### src/rtl/traffic_display.sv
`default_nettype none
// ============================================================================
// Module      : traffic_display
// Description : Four-digit multiplexed common-anode seven-segment driver for
//               the two traffic-light countdowns. Digits 3..2 show road A and
//               digits 1..0 show road B. Both values are captured once per scan
//               frame so the display never tears. Leading zeros are blanked,
//               and a road's digits blink while its countdown is 1..BLINK_TH.
// Revision    : 1.0 - initial release
// ============================================================================
module traffic_display #(
    parameter int SCAN_DIV     = 50000,
    parameter int BLINK_FRAMES = 64,
    parameter int BLINK_TH     = 3
) (
    input  logic       CLK,
    input  logic       RST,
    input  logic [5:0] A_time,
    input  logic [5:0] B_time,
    output logic [3:0] an,
    output logic [7:0] seg
);

    localparam int c_CNT_W = (SCAN_DIV > 1) ? $clog2(SCAN_DIV) : 1;
    localparam int c_FRM_W = (BLINK_FRAMES > 1) ? $clog2(BLINK_FRAMES) : 1;

    logic [c_CNT_W-1:0] r_cnt;
    logic [1:0]         r_idx;
    logic [5:0]         r_snap_a;
    logic [5:0]         r_snap_b;
    logic [c_FRM_W-1:0] r_frm;
    logic               r_ph;

    logic               w_cnt_last;
    logic               w_frame_end;
    logic [3:0]         w_a_tens, w_a_units, w_b_tens, w_b_units;
    logic               w_blink_a, w_blink_b;
    logic [3:0]         w_an_nxt;
    logic [7:0]         w_seg_nxt;

    // Split a 0..63 value into tens and units with compares and one subtract.
    function automatic logic [7:0] f_bcd(input logic [5:0] v);
        logic [3:0] t;
        logic [5:0] sub;
        logic [5:0] u;
        if      (v >= 6'd60) begin t = 4'd6; sub = 6'd60; end
        else if (v >= 6'd50) begin t = 4'd5; sub = 6'd50; end
        else if (v >= 6'd40) begin t = 4'd4; sub = 6'd40; end
        else if (v >= 6'd30) begin t = 4'd3; sub = 6'd30; end
        else if (v >= 6'd20) begin t = 4'd2; sub = 6'd20; end
        else if (v >= 6'd10) begin t = 4'd1; sub = 6'd10; end
        else                 begin t = 4'd0; sub = 6'd0;  end
        u = v - sub;
        return {t, u[3:0]};
    endfunction

    // Segment pattern (dp always off) for one decimal digit.
    function automatic logic [7:0] f_seg(input logic [3:0] d);
        logic [7:0] p;
        case (d)
            4'd0:    p = 8'h3F;
            4'd1:    p = 8'h06;
            4'd2:    p = 8'h5B;
            4'd3:    p = 8'h4F;
            4'd4:    p = 8'h66;
            4'd5:    p = 8'h6D;
            4'd6:    p = 8'h7D;
            4'd7:    p = 8'h07;
            4'd8:    p = 8'h7F;
            4'd9:    p = 8'h6F;
            default: p = 8'h00;
        endcase
        return p;
    endfunction

    assign w_cnt_last  = (r_cnt == c_CNT_W'(SCAN_DIV - 1));
    assign w_frame_end = w_cnt_last && (r_idx == 2'd3);

    assign {w_a_tens, w_a_units} = f_bcd(r_snap_a);
    assign {w_b_tens, w_b_units} = f_bcd(r_snap_b);

    assign w_blink_a = r_ph && (r_snap_a != 6'd0) && (int'(r_snap_a) <= BLINK_TH);
    assign w_blink_b = r_ph && (r_snap_b != 6'd0) && (int'(r_snap_b) <= BLINK_TH);

    // Scan position: dwell SCAN_DIV cycles per digit, then move to the next.
    always_ff @(posedge CLK) begin
        if (RST) begin
            r_cnt <= '0;
            r_idx <= 2'd0;
        end else if (w_cnt_last) begin
            r_cnt <= '0;
            r_idx <= r_idx + 2'd1;
        end else begin
            r_cnt <= r_cnt + c_CNT_W'(1);
        end
    end

    // Frame-end snapshot plus frame counter driving the blink phase.
    always_ff @(posedge CLK) begin
        if (RST) begin
            r_snap_a <= 6'd0;
            r_snap_b <= 6'd0;
            r_frm    <= '0;
            r_ph     <= 1'b0;
        end else if (w_frame_end) begin
            r_snap_a <= A_time;
            r_snap_b <= B_time;
            if (r_frm == c_FRM_W'(BLINK_FRAMES - 1)) begin
                r_frm <= '0;
                r_ph  <= ~r_ph;
            end else begin
                r_frm <= r_frm + c_FRM_W'(1);
            end
        end
    end

    // Select the enable and pattern for the digit currently being scanned.
    always_comb begin
        w_an_nxt  = 4'b1111;
        w_seg_nxt = 8'h00;
        case (r_idx)
            2'd0: begin
                w_an_nxt  = 4'b0111;
                w_seg_nxt = (w_blink_a || w_a_tens == 4'd0) ? 8'h00 : f_seg(w_a_tens);
            end
            2'd1: begin
                w_an_nxt  = 4'b1011;
                w_seg_nxt = w_blink_a ? 8'h00 : f_seg(w_a_units);
            end
            2'd2: begin
                w_an_nxt  = 4'b1101;
                w_seg_nxt = (w_blink_b || w_b_tens == 4'd0) ? 8'h00 : f_seg(w_b_tens);
            end
            default: begin
                w_an_nxt  = 4'b1110;
                w_seg_nxt = w_blink_b ? 8'h00 : f_seg(w_b_units);
            end
        endcase
    end

    // Register enable and pattern together so they always switch on one edge.
    always_ff @(posedge CLK) begin
        if (RST) begin
            an  <= 4'b1111;
            seg <= 8'h00;
        end else begin
            an  <= w_an_nxt;
            seg <= w_seg_nxt;
        end
    end

endmodule
`default_nettype wire

### config.mk
export PLATFORM = sky130hd
export DESIGN_NAME = traffic_display
export DESIGN_NICKNAME = d
export VERILOG_FILES = /design/src/rtl/traffic_display.sv
export SDC_FILE = /design/constraint.sdc
export NUM_CORES = 1
export LEC_CHECK = 0
export BUFFER_PORTS_ARGS = -buffer_cell sky130_fd_sc_hd__buf_2
export CAP_MARGIN = 20
export CORE_UTILIZATION = 60
export CTS_CLUSTER_DIAMETER = 60
export DETAILED_ROUTE_END_ITERATION = 10
export MAX_ROUTING_LAYER = met4
export PLACE_DENSITY = 0.89
export SETUP_SLACK_MARGIN = 0.3
export SLEW_MARGIN = 40
export SYNTH_ARGS = -nofsm -noshare
export SYNTH_HDL_FRONTEND = slang
export SYNTH_SLANG_ARGS = --single-unit
export TNS_END_PERCENT = 50
### constraint.sdc
create_clock -name CLK -period 3.9 [get_ports CLK]
set_input_delay 0.78 -clock CLK [delete_from_list [all_inputs] [get_ports CLK]]
set_output_delay 0.78 -clock CLK [all_outputs]
set_load 0.02 [all_outputs]
==> reports/qor.csv, run 1 <==
metric,value,unit
initial antenna violation count,0,
largest net degree at the start of global routing,26,
Max stage delay on crit path,540,ps
pin slew with the least headroom to its limit,797,ps
WP data arrival,3340,ps
Main synth FF type,dfxtp_1,
die area,5610,sq um
first-pass GRT wire length,10100,um
worst slew margin relative to its limit,0.467,
Antenna Nets Post-Route,0,
Final min period,3150,ps
post-route cell area,3430,sq um
Final HPWL DP,4420,um
Final Hold Vio Count,0,
Max Clk Rate,0.317,GHz
"IR drop worst, VDD",0.267,mV
Critical Path Source Type,register,
Final period util,0.808,
n_diodes,0,
R2R cell count,9,
Crit-path slowest cell,dfxtp_1,
PnR Total Power,0.952,mW
DRC viols,0,
placer congestion estimate,0.965,
WHS Path Cells,1,
TritonCTS clock tree,built,
Netlist cell types,66,
syn nets,427,
Tot GR Track Use,0.240,
Post-Syn Area,3190,sq um
Slew Limit Fails,0,
placed inst area,3290,sq um
total core area,5110,sq um
clk sinks,48,
# setup viols final,0,
clock slew at reported path FFs,90,ps
row count,26,
HP Class,reg2reg,
Worst Skew,9.23,ps
CP required,4090,ps
CP Cell Sequence,nand2_1 -> o311ai_1 -> inv_1 -> ha_1 -> fa_1 -> nor4_2 -> o21ai_1 -> a211oi_2 -> o22ai_1,
DIE HEIGHT,74.9,um
RSZ-0062 raised after global routing,false,
status,"finished, final reports clean",
Root Driver,clkbuf_8,
TritonCTS buffer count,5,
Synthesis Warnings,0,
DR vias/cell,5.71,
starting density of the core,0.624,
Die Wd,74.9,um
Max clock buf depth,2,
Vias,2631,
clock latency on the worst-skew pair,310,ps
PwrDens,278,nW/um^2
area grow syn2layout,7.54,%
Fillers,432,
buffer count from post-CTS setup fixing,0,
Post-synth EDFFs,0,
Buffers on Ports,24,
Seq cells post-synth,48,
sequential area share after synthesis,0.302,
I/O Pins,26,
syn avg cell area,8.41,sq um
vias in the first global route,2375,
leakage power,1.48,nW
layout cells sized above 1,0.123,
WL/cell,13.3,um
setup TNS,0,ps
Cells after Synth,379,
WS Path Type,reg2reg,
Async SR Flop Fraction,0,
H-tree levels,2,
Final Net Count,438,
Routed WL,6150,um
global route overflow,0,
DR pass1 iterations,5,
drt initial violations,137,
critical path endpoint category,register,
Max Cap Viol,0,
worst-path maximum fanout,12,
critical path: cells and delay by family (launching register included):
kind                       cells  cell delay, ps
buffers and inverters          1             170
AOI/OAI and AO/OA              4             980
and+or+nand+nor                2             710
DFF                            1             540
adders and majority gates      2             650
timing repair:
| action | CTS | global route |
|---|---|---|
| resized for setup | 0 | 1 |
| hold buffers | 0 | 0 |
| endpoints found under the setup margin | 0 | 4 |
per-layer routing:
layer,track usage,share of wire,up-vias
li1,-,-,1336
met1,0.291,0.47,1231
met2,0.406,0.47,53
met3,0.0455,0.043,11
met4,0.0629,0.015,0
met5,-,0,-
path summary, 6_finish.rpt:
kind | start | end | slack [ps]
setup reg to reg | r_snap_a[3] | seg[5] | 750
hold reg to reg | r_cnt[0] | r_cnt[0] | 450
setup / recovery | r_snap_a[3] | seg[5] | 750
hold / removal | r_cnt[0] | r_cnt[0] | 450
synthesized netlist by cell type, types with 2 or more instances:
master,instances,area share
nor2_1,53,0.062
dfxtp_1,48,0.30
nand2_1,33,0.039
ha_1,32,0.13
inv_1,20,0.024
a21oi_1,15,0.024
mux2i_1,14,0.044
o21ai_0,12,0.019
o22ai_1,11,0.022
xor2_1,10,0.027
clkbuf_1,9,0.011
nand3_1,9,0.014
and3_1,8,0.016
xnor2_1,8,0.022
o211ai_1,7,0.016
nand2b_1,6,0.012
buf_4,5,0.012
buf_2,4,0.0063
nor3b_1,4,0.0094
o21ai_1,4,0.0063
a211o_1,3,0.0082
a21boi_0,3,0.0071
nand4_1,3,0.0059
nor3_1,3,0.0047
a211oi_1,2,0.0047
a21o_1,2,0.0047
a221o_1,2,0.0063
a31oi_1,2,0.0039
a31oi_2,2,0.0079
and2_1,2,0.0039
fa_1,2,0.013
inv_2,2,0.0024
maj3_1,2,0.0063
o21a_1,2,0.0047
o21bai_2,2,0.0071
o31ai_1,2,0.0047
or3_1,2,0.0039
layout make-up:
class	instances	area [sq um]	share of cell area
clock buffers	5	68.8	0.0201
clock inverters	3	68.8	0.0201
inverters	22	82.6	0.0241
multi-input cells	289	2040	0.594
flip-flops and latches	48	962	0.281
well taps	70	87.6	0.0256
repair buffers	24	120	0.0350
report_power, final:
part,switching [mW],internal (mW),leakage (nW)
registers,0.00170,0.493,0.388
clock network,0.177,0.258,0.0687
logic,0.0137,0.00881,1.02
total,0.192,0.760,1.48
layout by cell type (no fill, tap or decap), drive strengths merged, types with 3 or more instances in the layout:
cell type,netlist,routed
xnor2,8,8
ha,32,32
o31ai,4,4
a31oi,4,4
mux2i,14,14
buf,11,24
nor3,3,3
o22ai,11,11
nand3,9,9
nor2,53,53
a211o,3,3
inv,22,23
nor3b,4,4
a21boi,3,3
nand2b,7,7
o211ai,7,7
clkbuf,9,5
dfxtp,48,48
and3,8,8
xor2,10,10
o21ai,16,16
a21oi,15,15
a21o,3,3
nand2,33,33
nand4,3,3
a211oi,3,3
sequential cells by signal (all words and copies together), names as in the netlist:
signal    flops
an            4
r_cnt        16
r_frm         6
r_idx         2
r_ph          1
r_snap_a      6
r_snap_b      6
seg           7
stage by stage:
stage                     hold slack, ps  std cells  setup WS, ps   util
final                                447        461           747  0.671
after global routing                 458        461           390  0.671
after CTS                            450        461           415  0.671
after detailed placement             433        453           434  0.644
after global placement               426        453           616  0.644
after floorplan                      413        379           981      -
kinds of logic (layout without fill, tap and decap cells):
logic type,after synthesis,after routing,synth area share
mux,14,14,0.0440
other cells,1,1,0.00118
flops,48,48,0.302
fa+ha+maj,36,36,0.144
compound gates,85,85,0.194
buf+inv,42,54,0.0593
xor+xnor,18,18,0.0495
simple gates,135,135,0.206
No activity file was read; power rests on OpenSTA's default activity.
==> run 2, diff against run 1 <==
==> constraint.sdc (replaced) <==
create_clock -name CLK -period 3.2 [get_ports CLK]
set_input_delay 0.64 -clock CLK [delete_from_list [all_inputs] [get_ports CLK]]
set_output_delay 0.64 -clock CLK [all_outputs]
set_load 0.02 [all_outputs]
==> reports/qor.csv, run 2 (synthesis results as in run 1) <==
metric,value,unit,change
placer congestion estimate,0.949,,was 0.965
row count,26,,unchanged
Final Hold Vio Count,0,,unchanged
critical path endpoint category,register,,unchanged
Root Driver,clkbuf_8,,unchanged
largest net degree at the start of global routing,26,,unchanged
global route overflow,0,,unchanged
CP required,3390,ps,was 4090 ps
drt initial violations,166,,was 137
worst slew margin relative to its limit,0.473,,was 0.467
# setup viols final,0,,unchanged
first-pass GRT wire length,10900,um,"was 10,100 um"
WHS Path Cells,1,,unchanged
Slew Limit Fails,0,,unchanged
Die Wd,74.9,um,unchanged
multi-input logic area,2060,sq um,was 2040 sq um
sequential cell area,972,sq um,was 962 sq um
Vias,2678,,"was 2,631"
placed cells,458,,was 453
WL/cell,13.9,um,was 13.3 um
DR pass1 iterations,4,,was 5
initial antenna violation count,0,,unchanged
Worst Skew,12.8,ps,was 9.23 ps
Critical Path Source Type,register,,unchanged
Antenna Nets Post-Route,0,,unchanged
vias in the first global route,2477,,"was 2,375"
RR Endpoint,seg[6],,was seg[5]
pre-CTS setup slack,255,ps,was 434 ps
Final WS setup,507,ps,was 747 ps
"commonest non-fill, non-tap cell in the layout",nor2_1,,unchanged
core occupancy in the finished layout,0.681,,was 0.671
post-route cell area,3480,sq um,was 3430 sq um
"IR drop worst, VDD",0.314,mV,was 0.267 mV
Routed WL,6480,um,was 6150 um
area grow syn2layout,9.15,%,was 7.54%
DIE HEIGHT,74.9,um,unchanged
hold endpoint,r_cnt[0],,unchanged
Max Clk Rate,0.371,GHz,was 0.317 GHz
HP Start,r_cnt[0],,unchanged
HP Class,reg2reg,,unchanged
status,"finished, final reports clean",,unchanged
Final Net Count,444,,was 438
WS Path Type,reg2reg,,unchanged
PwrDens,313,nW/um^2,was 278 nW/um^2
Worst R2R Start,r_snap_b[4],,was r_snap_a[3]
TritonCTS buffer count,5,,unchanged
placed inst area,3330,sq um,was 3290 sq um
clock latency on the worst-skew pair,310,ps,about the same
Max Cap Viol,0,,unchanged
Reg with most FFs,r_cnt,,unchanged
die area,5610,sq um,unchanged
R2R cell count,14,,was 9
leakage power,1.50,nW,was 1.48 nW
clk sinks,48,,unchanged
DRC viols,0,,unchanged
"commonest non-fill, non-tap cells in the layout","nor2_1, dfxtp_1, nand2_1",,unchanged
Tot GR Track Use,0.259,,was 0.240
Buffers on Ports,24,,unchanged
n_diodes,0,,unchanged
Final HPWL DP,4790,um,was 4420 um
I/O Pins,26,,unchanged
starting density of the core,0.624,,unchanged
setup TNS,0,ps,unchanged
Non-Filler Instances,467,,was 461
Max clock buf depth,2,,unchanged
H-tree levels,2,,unchanged
RSZ-0062 raised after global routing,false,,unchanged
Fillers,400,,was 432
DR vias/cell,5.73,,was 5.71
Final period util,0.842,,was 0.808
Final min period,2690,ps,was 3150 ps
FF-to-FF setup slack,510,ps,was 750 ps
pin slew with the least headroom to its limit,788,ps,was 797 ps
TritonCTS clock tree,built,,unchanged
biggest registers after layout,"r_cnt (16), seg (7)",,unchanged
layout cells sized above 1,0.149,,was 0.123
worst-path maximum fanout,11,,was 12
WP data arrival,2880,ps,was 3340 ps
clock slew at reported path FFs,90,ps,about the same
total core area,5110,sq um,unchanged
max FFs per register,16,,unchanged
## run 2: changes by cell type in the layout (fill, tap and decap cells not counted), sizes merged
cell,change
clkinvlp,+1
buf,+6
bufinv,-1
## run 2: cell type report
cell class	instances	share of cell area
clock buffer	5	0.0198
clock inverter	3	0.0133
inverter	22	0.0237
multi-input combinational	289	0.591
sequential	48	0.279
tap	70	0.0252
timing repair buffer	30	0.0475
## run 2: power breakdown
part | total [mW] | leakage, nW | internal, mW | switching (mW)
sequential | 0.601 | 0.391 | 0.599 | 0.00223
combinational | 0.0269 | 1.06 | 0.0107 | 0.0162
clock | 0.461 | 0.0548 | 0.236 | 0.225
total | 1.09 | 1.50 | 0.846 | 0.244
## run 2: how the worst max path moves through the flow
stage | from | end | slack (ps)
after floorplan | r_snap_a[4] | seg[5] | 340
after CTS | r_snap_a[4] | seg[5] | 300
after global placement | r_snap_a[3] | seg[5] | 430
after global routing | r_snap_b[4] | seg[6] | 320
after detailed placement | r_snap_a[3] | seg[5] | 260
final | r_snap_b[4] | seg[6] | 510
## run 2: worst max-delay path: stages (launching register included)
cell      delay (ps)
dfxtp_1          340
buf_4            170
inv_2             90
a21oi_1           80
nor2_1           100
a31oi_1           70
o221a_2          330
ha_1             200
fa_1             380
inv_1             90
nand2b_1          60
o211ai_1         160
buf_4            180
a21boi_0         220
o22ai_1          110
## run 2: timing repair
item	in CTS	in global routing
setup buffers	1	0
setup endpoints to repair	2	7
hold buffers	0	0
gates resized for setup	1	10
pin swaps	1	0
## run 2: layer usage
layer  up-vias  track usage  part of all wire
met3        10       0.0388             0.044
met2        66        0.438              0.48
li1       1355            -                 -
met1      1247        0.321              0.46
met5         -            -                 0
met4         0       0.0734             0.013
## run 2: per-stage QoR
step	power [mW]	hold slack [ps]
floorplan	0.635	413
global placement	0.643	426
detailed placement	0.644	462
CTS	1.09	476
global route	1.13	482
finish	1.09	475
==> run 3, diff against run 2 <==
--- a/config.mk
+++ b/config.mk
@@ -5,13 +5,14 @@
 export SDC_FILE = /design/constraint.sdc
 export NUM_CORES = 1
 export LEC_CHECK = 0
+export ABC_AREA = 1
 export BUFFER_PORTS_ARGS = -buffer_cell sky130_fd_sc_hd__buf_2
 export CAP_MARGIN = 20
-export CORE_UTILIZATION = 60
+export CORE_UTILIZATION = 55
 export CTS_CLUSTER_DIAMETER = 60
 export DETAILED_ROUTE_END_ITERATION = 10
 export MAX_ROUTING_LAYER = met4
-export PLACE_DENSITY = 0.89
+export PLACE_DENSITY = 0.86
 export SETUP_SLACK_MARGIN = 0.3
 export SLEW_MARGIN = 40
 export SYNTH_ARGS = -nofsm -noshare
==> constraint.sdc (replaced) <==
create_clock -name CLK -period 2.4 [get_ports CLK]
set_input_delay 0.48 -clock CLK [delete_from_list [all_inputs] [get_ports CLK]]
set_output_delay 0.48 -clock CLK [all_outputs]
set_load 0.02 [all_outputs]
==> reports/qor.csv, run 3 <==
metric,value,unit,change
PwrDens,393,nW/um^2,was 313 nW/um^2
WP data arrival,2670,ps,was 2880 ps
max FFs per register,16,,unchanged
first-pass GRT wire length,12900,um,"was 10,900 um"
global route overflow,0,,unchanged
HP Class,in2reg,,was reg2reg
Main synth FF type,dfxtp_1,,unchanged
DR vias/cell,5.38,,was 5.73
synthesized-area fraction occupied by adder cells,0.134,,was 0.144
area grow syn2layout,20.8,%,was 9.15%
WL/cell,13.2,um,was 13.9 um
clock slew at reported path FFs,90,ps,about the same
Max clock buf depth,2,,unchanged
switching share of total power,0.213,,was 0.224
Tot GR Track Use,0.266,,was 0.259
Synth area leader,dfxtp_1,,unchanged
largest family of logic cells by synthesized area,simple AND/OR/NAND/NOR gates,,unchanged
Antenna Nets Post-Route,0,,unchanged
syn avg cell area,6.94,sq um,was 8.41 sq um
syn nets,523,,was 427
n_diodes,0,,unchanged
largest cells by area after synthesis,"dfxtp_1, ha_1, nand2_1, nand3_1, inv_1",,"was dfxtp_1, ha_1, nor2_1, mux2i_1, nand2_1"
placed cells,573,,was 458
top-area cell type share of the netlist area,0.291,,was 0.302
# setup viols final,2,,was 0
Die Wd,79.4,um,was 74.9 um
I/O Pins,26,,unchanged
placer congestion estimate,0.871,,was 0.949
clock power share,0.462,,was 0.423
Synthesis Warnings,0,,unchanged
setup TNS,-31.6,ps,was 0 ps
leakage power,1.79,nW,was 1.50 nW
initial antenna violation count,0,,unchanged
clk sinks,48,,unchanged
Post-Synth Simple-Gate Area,0.356,,was 0.206
H-tree levels,2,,unchanged
drt initial violations,285,,was 166
synth cell count leaders,"nand2_1, inv_1, dfxtp_1, nand3_1",,"was nor2_1, dfxtp_1, nand2_1, ha_1, inv_1"
Buffers on Ports,24,,unchanged
Max Cap Viol,0,,unchanged
Cells after Synth,475,,was 379
layout cells sized above 1,0.279,,was 0.149
Critical Path Source Type,register,,unchanged
WS Path Type,reg2reg,,unchanged
worst-path maximum fanout,7,,was 11
Non-Filler Instances,596,,was 467
RSZ-0062 raised after global routing,true,,was false
violated checks,negative setup slack,,
Final min period,2420,ps,was 2690 ps
critical path endpoint category,register,,unchanged
Routed WL,7890,um,was 6480 um
CTS Hold Buffers Added,0,,unchanged
DIE HEIGHT,79.4,um,was 74.9 um
Vias,3208,,"was 2,678"
sequential power share,0.510,,was 0.552
Post-Syn Area,3300,sq um,was 3190 sq um
xor/xnor share of the synthesized area,0.00531,,was 0.0495
Final period util,1.01,,was 0.842
Max Clk Rate,0.413,GHz,was 0.371 GHz
pre-CTS setup slack,-65.7,ps,was 255 ps
"count leader, synth",nand2_1,,was nor2_1
Synth Area in Compound Gates,0.118,,was 0.194
biggest registers after layout,"r_cnt (16), seg (7)",,unchanged
CP required,2650,ps,was 3390 ps
vias in the first global route,3002,,"was 2,477"
Logic pwr share,0.029,,was 0.025
Slew Limit Fails,0,,unchanged
"commonest non-fill, non-tap cell in the layout",nand2_1,,was nor2_1
clock latency on the worst-skew pair,310,ps,about the same
Netlist cell types,40,,was 66
row count,27,,was 26
TritonCTS buffer count,5,,unchanged
P_sw,0.333,mW,was 0.244 mW
Post-synth EDFFs,0,,unchanged
Final Net Count,571,,was 444
DRC viols,0,,unchanged
total core area,5640,sq um,was 5110 sq um
Reg with most FFs,r_cnt,,unchanged
Final HPWL DP,5410,um,was 4790 um
sequential area share after synthesis,0.291,,was 0.302
"IR drop worst, VDD",0.338,mV,was 0.314 mV
Async SR Flop Fraction,0,,unchanged
Int Power,1.23,mW,was 0.846 mW
Final Hold Vio Count,0,,unchanged
DR pass1 iterations,5,,was 4
Worst Skew,7.43,ps,was 12.8 ps
TritonCTS clock tree,built,,unchanged
status,finished with violations,,"was finished, final reports clean"
"commonest non-fill, non-tap cells in the layout","nand2_1, inv_1, dfxtp_1",,"was nor2_1, dfxtp_1, nand2_1"
Final WS setup,-19.8,ps,was 507 ps
starting density of the core,0.584,,was 0.624
post-synthesis mux area share,0,,was 0.0440
Root Driver,clkbuf_8,,unchanged
die area,6310,sq um,was 5610 sq um
Seq cells post-synth,48,,unchanged
largest net degree at the start of global routing,22,,was 26
## run 3: changes by cell type in the layout (fill, tap and decap cells not counted), sizes merged, moves of 14 or more
cell   delta
a21oi    +24
buf      +20
inv      +43
mux2i    -14
nand2    +87
nand3    +42
## run 3: layer usage
metal / routed length [um] / global-route usage
met3: 322 / 0.0434
met1: 3210 / 0.284
met4: 256 / 0.104
met5: 0 / -
met2: 4100 / 0.488
## run 3: critical path: stages, from the launching register on
cell     delay, ps
dfxtp_4        390
inv_1           80
nand2_2         90
nand2_2         70
nand2_2         80
nand2_2         80
nand2_4         90
nand2_4         60
ha_4           150
fa_2           380
xnor2_4        220
inv_2           70
nand2_4        120
nand2_4         60
nand2_4         90
nand3_2         80
nand2_2        100
nand2_2         50
a21oi_2        110
## run 3: worst paths after layout
kind              cells past startpoint     endpoint  slack, ps        start
setup / recovery                     18       seg[5]        -20  r_snap_a[5]
hold / removal                        3  r_snap_a[3]        390    A_time[3]
setup reg to reg                     18       seg[5]        -20  r_snap_a[5]
hold reg to reg                       1     r_cnt[0]        450     r_cnt[0]
## run 3: power groups by stage
stage	Sequential [mW]	Combinational, mW	Clock [mW]
final	0.798	0.0448	0.722
after global routing	0.799	0.0496	0.763
after CTS	0.800	0.0440	0.727
after detailed placement	0.822	0.0441	0
after global placement	0.822	0.0419	0
after floorplan	0.823	0.0243	0
## run 3: through the flow
step	area (sq um)	hold slack (ps)	utilization	total power, mW
2_1_floorplan	3360	418	-	0.847
3_3_place_gp	3600	430	0.638	0.864
3_5_place_dp	3600	435	0.638	0.866
4_1_cts	3850	392	0.682	1.57
5_1_grt	3980	389	0.706	1.61
6_report	3980	391	0.706	1.56
## run 3: cell families after synthesis
kind of cell | after synthesis
xor gates and xnor gates | 2
AOI/OAI and AO/OA | 71
other | 1
adders and majority gates | 34
DFF | 48
and+or+nand+nor | 242
buffers and inverters | 77
## run 3: area by class of cell
cell class | instances | area (sq um)
Clock buffer | 5 | 68.8
Clock inverter | 3 | 68.8
Fill cell | 414 | 1660
Inverter | 68 | 255
Multi-Input combinational cell | 350 | 2190
Sequential cell | 48 | 985
Tap cell | 72 | 90.1
Timing Repair Buffer | 50 | 319
## run 3: repair_timing
item	CTS	global route
buffers inserted	10	5
hold endpoints to repair	0	0
setup endpoints to repair	7	7
pin swaps	15	16
gates resized for setup	18	25
